==> src/rtl/bit_frame_collector.sv <==
// ---------------------------------------------------------------------------
// bit_frame_collector
//
// Serial-to-parallel front end. Single-bit samples are assembled into a
// WIDTH-bit word that feeds the ones-count encoder input `x`. A frame begins
// with a `start` pulse. The finished word is held on `x_out` under a
// valid/ready handshake until the consumer accepts it. Bits, or `start`
// pulses without `frame_ready`, that arrive while a frame is held set the
// sticky `overrun` flag.
//
// Parameters:
//   WIDTH      bits per frame (>= 2; the downstream encoder consumes 7)
//   LSB_FIRST  1: first bit lands in x_out[0]; 0: first bit lands in x_out[WIDTH-1]
//
// Ports:
//   clk          in   rising-edge clock
//   rst_n        in   asynchronous active-low reset
//   start        in   frame-sync pulse, begins a new frame
//   bit_in       in   serial data bit
//   bit_valid    in   bit_in is valid this cycle
//   frame_ready  in   consumer accepts the held frame
//   clr_err      in   synchronous clear of overrun
//   x_out        out  assembled frame (encoder input x)
//   frame_valid  out  x_out holds a complete frame
//   busy         out  high while collecting bits
//   overrun      out  sticky error flag
//   ones_count   out  running count of 1-bits in the current frame
//                     (only present when BIT_FRAME_ONES_COUNT_EN is defined)
//
// Optional feature macro: BIT_FRAME_ONES_COUNT_EN
// ---------------------------------------------------------------------------
module bit_frame_collector #(
   parameter int WIDTH     = 7,
   parameter int LSB_FIRST = 1
) (
   input  logic                         clk,
   input  logic                         rst_n,
   input  logic                         start,
   input  logic                         bit_in,
   input  logic                         bit_valid,
   input  logic                         frame_ready,
   input  logic                         clr_err,
   output logic [WIDTH-1:0]             x_out,
   output logic                         frame_valid,
   output logic                         busy,
`ifdef BIT_FRAME_ONES_COUNT_EN
   output logic [$clog2(WIDTH+1)-1:0]   ones_count,
`endif
   output logic                         overrun
);

   localparam int CW = $clog2(WIDTH);

   typedef enum logic [1:0] {
      IDLE,
      COLLECT,
      HOLD
   } state_t;

   state_t           state_q;
   logic [WIDTH-1:0] shiftReg_q;
   logic [WIDTH-1:0] shiftReg_d;
   logic [CW-1:0]    bitCount_q;
   logic [CW-1:0]    bitPos;
   logic [WIDTH-1:0] xOut_q;
   logic             frameValid_q;
   logic             busy_q;
   logic             overrun_q;
   logic             frameStart;
   logic             overrunSet;

   // Work out where the incoming bit belongs and what the shift register
   // looks like with it inserted. The completing bit must reach x_out on the
   // same edge, so this view is shared by the shift register and the output
   // load.
   always_comb begin
      bitPos = (LSB_FIRST != 0) ? bitCount_q : (CW'(WIDTH - 1) - bitCount_q);
      shiftReg_d = shiftReg_q;
      shiftReg_d[bitPos] = bit_in;
   end

   // A new frame can open from IDLE, restart from COLLECT, or follow
   // immediately in HOLD when the held frame is accepted in the same cycle.
   // In HOLD, any valid bit is an overrun, and so is a start the consumer
   // did not accept.
   always_comb begin
      frameStart = start && ((state_q != HOLD) || frame_ready);
      overrunSet = (state_q == HOLD) && (bit_valid || (start && !frame_ready));
   end

   // Main frame FSM. busy and frame_valid are registered together with the
   // state, so they always match it exactly. x_out is loaded only when a
   // frame completes. It keeps that value after acceptance until the next
   // frame replaces it.
   always_ff @(posedge clk or negedge rst_n) begin
      if (!rst_n) begin
         state_q      <= IDLE;
         shiftReg_q   <= '0;
         bitCount_q   <= '0;
         xOut_q       <= '0;
         frameValid_q <= 1'b0;
         busy_q       <= 1'b0;
      end else begin
         case (state_q)
            IDLE: begin
               if (start) begin
                  state_q    <= COLLECT;
                  busy_q     <= 1'b1;
                  shiftReg_q <= '0;
                  bitCount_q <= '0;
               end
            end
            COLLECT: begin
               if (start) begin
                  shiftReg_q <= '0;
                  bitCount_q <= '0;
               end else if (bit_valid) begin
                  shiftReg_q <= shiftReg_d;
                  if (bitCount_q == CW'(WIDTH - 1)) begin
                     xOut_q       <= shiftReg_d;
                     frameValid_q <= 1'b1;
                     busy_q       <= 1'b0;
                     state_q      <= HOLD;
                  end else begin
                     bitCount_q <= bitCount_q + 1'b1;
                  end
               end
            end
            HOLD: begin
               if (frame_ready) begin
                  frameValid_q <= 1'b0;
                  if (start) begin
                     state_q    <= COLLECT;
                     busy_q     <= 1'b1;
                     shiftReg_q <= '0;
                     bitCount_q <= '0;
                  end else begin
                     state_q <= IDLE;
                  end
               end
            end
            default: begin
               state_q      <= IDLE;
               frameValid_q <= 1'b0;
               busy_q       <= 1'b0;
            end
         endcase
      end
   end

   // Sticky overrun flag. A new overrun event beats a clear that arrives in
   // the same cycle, so no error is lost.
   always_ff @(posedge clk or negedge rst_n) begin
      if (!rst_n) begin
         overrun_q <= 1'b0;
      end else if (overrunSet) begin
         overrun_q <= 1'b1;
      end else if (clr_err) begin
         overrun_q <= 1'b0;
      end
   end

`ifdef BIT_FRAME_ONES_COUNT_EN
   logic [$clog2(WIDTH+1)-1:0] onesCount_q;

   // Running count of accepted 1-bits. Only bits stored in COLLECT are
   // counted, so in HOLD the count equals the popcount of x_out. That makes
   // it a cross-check against the encoder's y.
   always_ff @(posedge clk or negedge rst_n) begin
      if (!rst_n) begin
         onesCount_q <= '0;
      end else if (frameStart) begin
         onesCount_q <= '0;
      end else if ((state_q == COLLECT) && bit_valid) begin
         onesCount_q <= onesCount_q + {{($clog2(WIDTH+1)-1){1'b0}}, bit_in};
      end
   end

   assign ones_count = onesCount_q;
`endif

   assign x_out       = xOut_q;
   assign frame_valid = frameValid_q;
   assign busy        = busy_q;
   assign overrun     = overrun_q;

endmodule

==> config.mk <==
export PLATFORM = sky130hd
export DESIGN_NAME = bit_frame_collector
export DESIGN_NICKNAME = d
export VERILOG_FILES = /design/src/rtl/bit_frame_collector.sv
export SDC_FILE = /design/constraint.sdc
export NUM_CORES = 1
export LEC_CHECK = 0
export ABC_CLOCK_PERIOD_IN_PS = 3640
export CAP_MARGIN = 20
export CORE_UTILIZATION = 40
export CTS_BUF_LIST = sky130_fd_sc_hd__clkbuf_4 sky130_fd_sc_hd__clkbuf_8 sky130_fd_sc_hd__clkbuf_16
export DETAILED_ROUTE_END_ITERATION = 6
export DONT_BUFFER_PORTS = 1
export PLACE_DENSITY_LB_ADDON = 0.2
export SYNTH_ARGS = -nofsm -noshare
export SYNTH_HDL_FRONTEND = slang
export SYNTH_SLANG_ARGS = --single-unit
==> constraint.sdc <==
create_clock -name clk -period 3.64 [get_ports clk]
set_clock_uncertainty 0.1 [all_clocks]
set_input_delay 0.546 -clock clk [delete_from_list [all_inputs] [get_ports clk]]
set_output_delay 0.546 -clock clk [all_outputs]
set_load 0.01 [all_outputs]
Yosys cells after proc, flatten, opt, wreduce, memory -nomap -nowiden --
Cells that the tools add are included. Widths: inputs -> output; s select.
Operators by class: muxes and demuxes 34, add/sub/neg operators 1, bitwise operators 2, eq/ne operators 10, reductions and logical operators 14, order comparisons 2
Operators with widths (number):
- $mux 7 | 4
- $pmux 7 s3 | 1
- $mux 3 | 5
- $mux 1 | 13
- $reduce_and 4->1 | 3
- $mux 2 | 5
- $ne 2x2->1 const B | 5
- $reduce_and 5->1 | 2
- $pmux 3 s3 | 1
- $bwmux 7 | 1
- $ne 3x3->1 const B | 2
- $pmux 1 s3 | 2
- $pmux 2 s3 | 1
- $lt 3x4->1 const B | 1
- $add 3x1->3 const B | 1
- $demux 1 s3 | 1
- $eq 3x3->1 const B | 1
- $ge 3x1->1 const B | 1
- $logic_and 1x1->1 | 3
- $reduce_and 3->1 | 1
- $reduce_bool 3->1 | 1
- $eq 2x1->1 const B | 1
- $eq 2x2->1 const B | 1
- $logic_not 2->1 | 1
- other kinds (4) | 5
Word-level totals: register bits after elaboration 22, input port bits 7, output and inout port bits 10

Depth between registers and ports, before layout --
Gate-level depths: netlist of the first run.
depth after elaboration 8, gate-level depth with buffers 9, depth with buffers taken out 6

Least setup slack after synthesis of the first run --
Ideal clock, no wire load.
path type flip-flop to flip-flop, start point reg bitCount_q[0], end point reg bitCount_q[1], slack 1.846 ns, required time 3.471 ns, buffers on the path 1, arrival 1.626 ns, clock period less this slack 1.794 ns, cell stages (with the launch flop) 8, cell sequence dfrtp_1 -> clkbuf_1 -> inv_1 -> ha_1 -> nand2_1 -> nand2_1 -> or4b_1 -> nand3_1
Between the ends: cells in the longest elaborated chain, start to end 5
RTL lines:
- start: declaration | RTL line 63 | logic [CW-1:0] bitCount_q;
- start signal: assignment | RTL line 125 | bitCount_q <= bitCount_q + 1'b1;
- $add 3x1->3 | RTL line 125
- $mux 3 | RTL line 119 | if (bitCount_q == CW'(WIDTH - 1)) begin
- $mux 3 | RTL line 117 | end else if (bit_valid) begin
- $mux 3 | RTL line 114 | if (start) begin
- $pmux 3 s3 | RTL line 104 | case (state_q)
Several ways; a longest one is shown, not always the timed one. The select of a mux whose other input is x is not followed. A chain may end at the register's enable or synchronous reset.

Worst setup path after layout of the first run --
Same ends and word-level chain as after synthesis.

==> key figures, run 1 <==
Critical path
  • Most Frequent Cell on Critical Path: nand2_1
  • CP max stage delay: about 0.54 ns
  • Critical path's slowest cell: dfrtp_1
  • R2R Setup Slk: between 1.5 and 2 ns
  • Worst Path Buf+Inv: 1
  • Critical Path Stages: 6
  • Crit-path max FO: 9
  • Worst Setup End Kind: flop
  • CP startpoint kind: flop
  • Critical Path Source: bitCount_q[0]
  • Crit path kind: flop to flop
  • Worst R2R Start: bitCount_q[0]
  • Worst Setup EP: bitCount_q[1]
  • RR Endpoint: bitCount_q[1]
  • Req. time, crit path: roughly 3.8 ns
  • Delay-heaviest family, CP: simple AND/OR/NAND/NOR gates
  • Reg2Reg Depth: 6
  • CP Cell Sequence: inv_1 > ha_1 > nand2_1 > nand2_1 > or4b_1 > nand3_1
  • WP data arrival: between 2 and 2.5 ns

Hold path
  • Hold Path Class: primary input to flop
  • Worst Min Path Start: frame_ready

Timing
  • Worst slew pin tran: between 0.6 and 0.7 ns
  • Fmax: around 530 MHz
  • Setup-failing EPs final: 0
  • Slew HR: 0.5992
  • Max-slew violations: 0
  • Fin crit period: between 1.5 and 2 ns
  • Post-route setup slack: between 1.5 and 2 ns
  • RSZ-0062 raised after global routing: no
  • Setup TNS Final: 0 ns
  • Post-route clock period utilization: 0.5202
  • Final hold violations: 0

Die
  • Initial Utilization: 0.4335
  • Die area: between 0.002 and 0.003 mm²
  • Core box area: 0.002522 mm²
  • Row cnt: 18
  • Die Y: about 54 µm
  • Io pins: 17
  • Die X: 54.29 µm

Pwr
  • Peak supply drop: between 0.2 and 0.3 mV
  • Power Density: 476.7 mW/mm²
  • Leakage: about 0.51 nW

Drt
  • Detail Route Antenna Nets: 0
  • DRT Pass-1 Iters: 4
  • # DRC: 0
  • Initial DRC Count: 5
  • Via count: roughly 730
  • Via density: around 5.3
  • Post-DR wirelength/cell: 14.02 µm
  • Drt total wl: 1921 µm

Finish
  • Layout cell share with drive strength beyond 1: 0.07477
  • ANT cells: 0
  • Post-layout net count: roughly 120
  • Area delta synth->final: 6.865%
  • Most common cell after layout, fill and taps aside: dfrtp_1
  • Util after Layout: 0.4633
  • Most frequent cells in the layout: dfrtp_1, nand2_1, mux2i_1, o2bb2ai_1, o21ai_1

Synth
  • Register area share after synthesis: 0.5034
  • EDFF count, synth: 0
  • Cell Area, Synth: around 0.0011 mm²
  • Post-Syn Nets: ~120
  • Main flop type after synthesis: dfrtp_1
  • Seq cells post-synth: 22
  • Post-Syn Instances: 108
  • Synth async-reset ratio: 1.000
  • Avg Inst Size Synth: ~10 µm²
  • Unique cell type count in the Yosys netlist: 30
  • Ys Warns: 0

Clock network
  • Clock tree buffer depth: 2
  • Post-CTS Setup Bufs: 0
  • Sink Count: 22
  • CTS tree: built
  • Worst-path clk slew: around 0.13 ns
  • H-Tree Depth: 1
  • CTS root buf: clkbuf_4
  • CTS Buf Count: 3
  • Skew-Pair Late Insertion Delay: between 0.3 and 0.4 ns

Global routing
  • Initial antenna violation count: 0
  • Pin count of the biggest net entering global routing: 23
  • GRT Residual Overflow: 0
  • Vias in the first global route: between 600 and 700
  • GRT Total Usage: 0.1422
  • Global-route wire length before repair: about 2900 µm

Placement
  • Dpl hpwl: 1328 µm
  • Place WS: roughly 1.8 ns
  • I/O Buffers: 0
  • Final GP Congestion: between 0.7 and 0.8

Job
  • MaxCap Viol Count: 0

Run status
  • Outcome: completed
cells in the mapped netlist, drive strengths merged (2+ instances only):
library cell	instances	area [µm²]
o21ai	10	57.55
nand3	3	15.01
buf	3	21.27
nor2	3	11.26
clkbuf	4	15.01
mux2i	7	70.07
a21oi	4	20.02
nand2	15	56.30
a22o	2	17.52
o2bb2ai	7	61.31
inv	5	18.77
nor3b	3	22.52
nand3b	2	15.01
ha	2	25.02
dfrtp	22	550.5
nand2b	3	18.77
nor3	3	15.01
flip-flops by register name, summed over array words and instances, names as in the netlist:
register	cells
shiftReg_q	7
busy	1
bitCount_q	3
x_out	7
frame_valid	1
state_q	2
overrun	1
power by group:
part           switching [mW]  internal, mW  leakage (nW)
logic                  0.0368        0.0343         0.192
registers              0.0339         0.265         0.295
clock network          0.0760         0.111        0.0279
total                   0.147         0.410         0.515
timing repair:
action	CTS	global route
hold endpoints to repair	22	0
hold buffers	1	0
gates resized for setup	0	0
worst min-delay path by stage:
| stage | slack, ns | end | cells past startpoint |
|---|---|---|---|
| 2_1_floorplan | 0.15 | bitCount_q[0] | 0 |
| 3_3_place_gp | 0.15 | x_out[3] | 0 |
| 3_5_place_dp | 0.15 | x_out[3] | 0 |
| 4_1_cts | 0.21 | state_q[1] | 1 |
| 5_1_grt | 0.20 | state_q[1] | 1 |
| 6_report | 0.21 | state_q[1] | 1 |
worst register-to-register path: cells and delay by family (launching register included):
kind          cells  cell delay [ns]
fa+ha+maj         1             0.24
buf+inv           1             0.13
flops             1             0.54
simple gates      4             0.83
metal layers:
layer / wire [µm] / global-route usage
met5: 0 / 0
met1: 995 / 0.2042
met2: 819 / 0.2114
met4: 10 / 0.02564
met3: 96 / 0.04444
logic make-up after synthesis:
group | share of synthesized area
and+or+nand+nor | 0.1739
muxes | 0.06408
DFF | 0.5034
adders and majority gates | 0.02288
buffers and inverters | 0.05034
AOI/OAI and AO/OA | 0.1854
metrics by stage:
stage | area (µm²) | power, mW | cells | hold WS (ns)
3_3_place_gp | 1095 | 0.3687 | 131 | 0.1509
5_1_grt | 1169 | 0.5866 | 137 | 0.1968
2_1_floorplan | 1094 | 0.3575 | 108 | 0.1504
4_1_cts | 1157 | 0.5605 | 136 | 0.2087
6_report | 1169 | 0.5571 | 137 | 0.2057
3_5_place_dp | 1095 | 0.3703 | 131 | 0.1509
final cells by class:
class	count	area [µm²]
fill	251	1354
clock inverter	1	30.03
inverter	5	18.77
clock buffer	3	22.52
timing repair buffer	2	21.27
sequential	22	550.5
tap	30	37.54
multi-input combinational	74	488.0
Note: power is estimated with default switching activity, not from simulation.
==> run 2, diff against run 1 <==
- ABC_CLOCK_PERIOD_IN_PS: 3640 -> 1860
- clock period: 3.64 -> 1.86 ns (I/O delays scaled with it)
==> key figures, run 2 (same netlist as run 1, synthesis figures left out) <==
Global routing
  • GRT Total Usage: 0.1773 (+0.03511)
  • Global-route wire length before repair: 3719 µm (+27%)
  • Initial antenna violation count: 0 (unchanged)
  • Vias in the first global route: 830 (+29%)
  • Pin count of the biggest net entering global routing: 23 (unchanged)
  • GRT Residual Overflow: 0 (unchanged)

Timing
  • RSZ-0062 raised after global routing: no
  • Max-slew violations: 0 (unchanged)
  • Slew HR: 0.6565 (+0.05736)
  • Fmax: 582.7 MHz (+10%)
  • Post-route clock period utilization: 0.9227 (+0.4024)
  • Worst slew pin tran: 0.5152 ns (-0.08604 ns)
  • Hold_ws: 0.03990 ns (-0.1658 ns)
  • Post-route setup slack: 0.1438 ns (-1.603 ns)
  • Setup-failing EPs final: 0 (unchanged)
  • Final hold violations: 0 (unchanged)
  • Fin crit period: 1.716 ns (-0.1775 ns)
  • Setup TNS Final: 0 ns (unchanged)

Die
  • Die area: 0.002947 mm² (unchanged)
  • Die X: 54.29 µm (unchanged)
  • Initial Utilization: 0.4335 (unchanged)
  • Die Y: 54.29 µm (unchanged)
  • Core box area: 0.002522 mm² (unchanged)
  • Row cnt: 18 (unchanged)
  • Io pins: 17 (unchanged)

Pwr
  • Power Density: 909.6 mW/mm² (+91%)
  • Peak supply drop: 0.6292 mV (+130%)
  • Overall power: 1.121 mW (+100%)
  • Leakage: 0.5487 nW (+6.6%)

Clock network
  • H-Tree Depth: 1 (unchanged)
  • Clock tree buffer depth: 2 (unchanged)
  • Skew-Pair Late Insertion Delay: 0.31 ns (about the same)
  • CTS tree: built
  • Sink Count: 22 (unchanged)
  • CTS root buf: clkbuf_4
  • Post-CTS Setup Bufs: 0 (unchanged)
  • Worst-path clk slew: 0.13 ns (about the same)
  • CTS Buf Count: 3 (unchanged)

Finish
  • Area delta synth->final: 12.70%
  • Multi-input logic area: 488.0 µm² (unchanged)
  • Post-Layout Cell Count: 144 (+5.1%)
  • Final instance area: 0.001232 mm² (+5.5%)
  • ANT cells: 0 (unchanged)
  • Filler cells: 246 (-2.0%)
  • Util after Layout: 0.4886 (+0.02530)
  • Post-layout net count: 124 (+6.0%)
  • Most frequent cells in the layout: dfrtp_1, nand2_1, mux2i_1, o2bb2ai_1, o21ai_1
  • FF+latch area: 550.5 µm² (unchanged)
  • Layout cell share with drive strength beyond 1: 0.1053 (+0.03050)
  • Most common cell after layout, fill and taps aside: dfrtp_1

Hold path
  • Worst Hold Path Cells: 2 (+1)
  • Hold Path Class: primary input to flop

Critical path
  • Worst Path Buf+Inv: 1 (unchanged)
  • CP Cell Sequence: inv_1 > ha_1 > nand2_1 > or2_1 > nand2_1 > o21ai_2
  • Most Frequent Cell on Critical Path: nand2_1
  • CP max stage delay: 0.44 ns (-0.10 ns)
  • Reg2Reg Depth: 6 (unchanged)
  • Crit path kind: flop to flop
  • Worst Setup End Kind: flop
  • Req. time, crit path: 1.95 ns (-1.84 ns)
  • Crit-path max FO: 15 (+6)
  • WP data arrival: 1.81 ns (-0.23 ns)
  • Critical Path Stages: 6 (unchanged)
  • CP startpoint kind: flop
  • Critical path's slowest cell: or2_1
  • Delay-heaviest family, CP: simple AND/OR/NAND/NOR gates

Placement
  • Cell count after placement: 135 (+3.1%)
  • Area of placed instances: 0.001125 mm² (+2.7%)
  • Final GP Congestion: 0.7398 (-1.6%)
  • Place WS: 0.1679 ns (-1.586 ns)
  • Dpl hpwl: 1473 µm (+11%)
  • I/O Buffers: 0 (unchanged)

Job
  • MaxCap Viol Count: 0 (unchanged)

Drt
  • Drt total wl: 2163 µm (+13%)
  • DRT Pass-1 Iters: 4 (unchanged)
  • Post-DR wirelength/cell: 15.02 µm (+7.1%)
  • # DRC: 0 (unchanged)
  • Detail Route Antenna Nets: 0 (unchanged)
  • Via density: 5.611 (+5.9%)
  • Via count: 808 (+11%)
  • Initial DRC Count: 13 (+8)

Run status
  • Outcome: completed
-- run 2: final timing paths --
kind | startpoint | slack, ns | end
min reg2reg | shiftReg_q[4] | 0.41 | shiftReg_q[4]
min | bit_valid | 0.04 | overrun
max in group asynchronous | rst_n | 0.98 | frame_valid
min in group asynchronous | rst_n | 0.23 | x_out[2]
max | bitCount_q[0] | 0.14 | x_out[3]
max reg2reg | bitCount_q[0] | 0.14 | x_out[3]
-- run 2: timing repair --
action                                 CTS  global route
endpoints found under the hold margin   25             0
hold buffers                             4             0
resized for setup                        0             0
-- run 2: where the power goes --
| group | leakage (nW) | switching [mW] | internal, mW |
|---|---|---|---|
| clock | 0.0279 | 0.151 | 0.218 |
| combinational | 0.226 | 0.101 | 0.0861 |
| sequential | 0.295 | 0.0464 | 0.519 |
-- run 2: worst register-to-register path: cells and delay by family (launching register included) --
family                     cells  cell delay [ns]
AOI/OAI and AO/OA              1             0.06
adders and majority gates      1             0.21
buffers and inverters          1             0.10
DFF                            1             0.40
and+or+nand+nor                3             0.73
-- run 2: final cells by class --
type	instances	area share
timing repair buffer	9	0.06904
sequential	22	0.4467
inverter	5	0.01523
clock inverter	1	0.02437
multi-input combinational	74	0.3959
tap	30	0.03046
clock buffer	3	0.01827
-- run 2: layer usage --
metal,vias up,share of wire,track usage,routed length (µm)
met4,0,0.0055,0.06838,12
li1,399,-,-,-
met2,16,0.45,0.2642,972
met1,391,0.50,0.2557,1092
met5,-,0,0,0
met3,2,0.039,0.02778,85
==> run 3, diff against run 2 <==
- CTS_BUF_LIST: sky130_fd_sc_hd__clkbuf_4 sky130_fd_sc_hd__clkbuf_8 sky130_fd_sc_hd__clkbuf_16 -> default
==> results of run 3 <==
Final layout, timing and power as in run 2 (identical DEF).
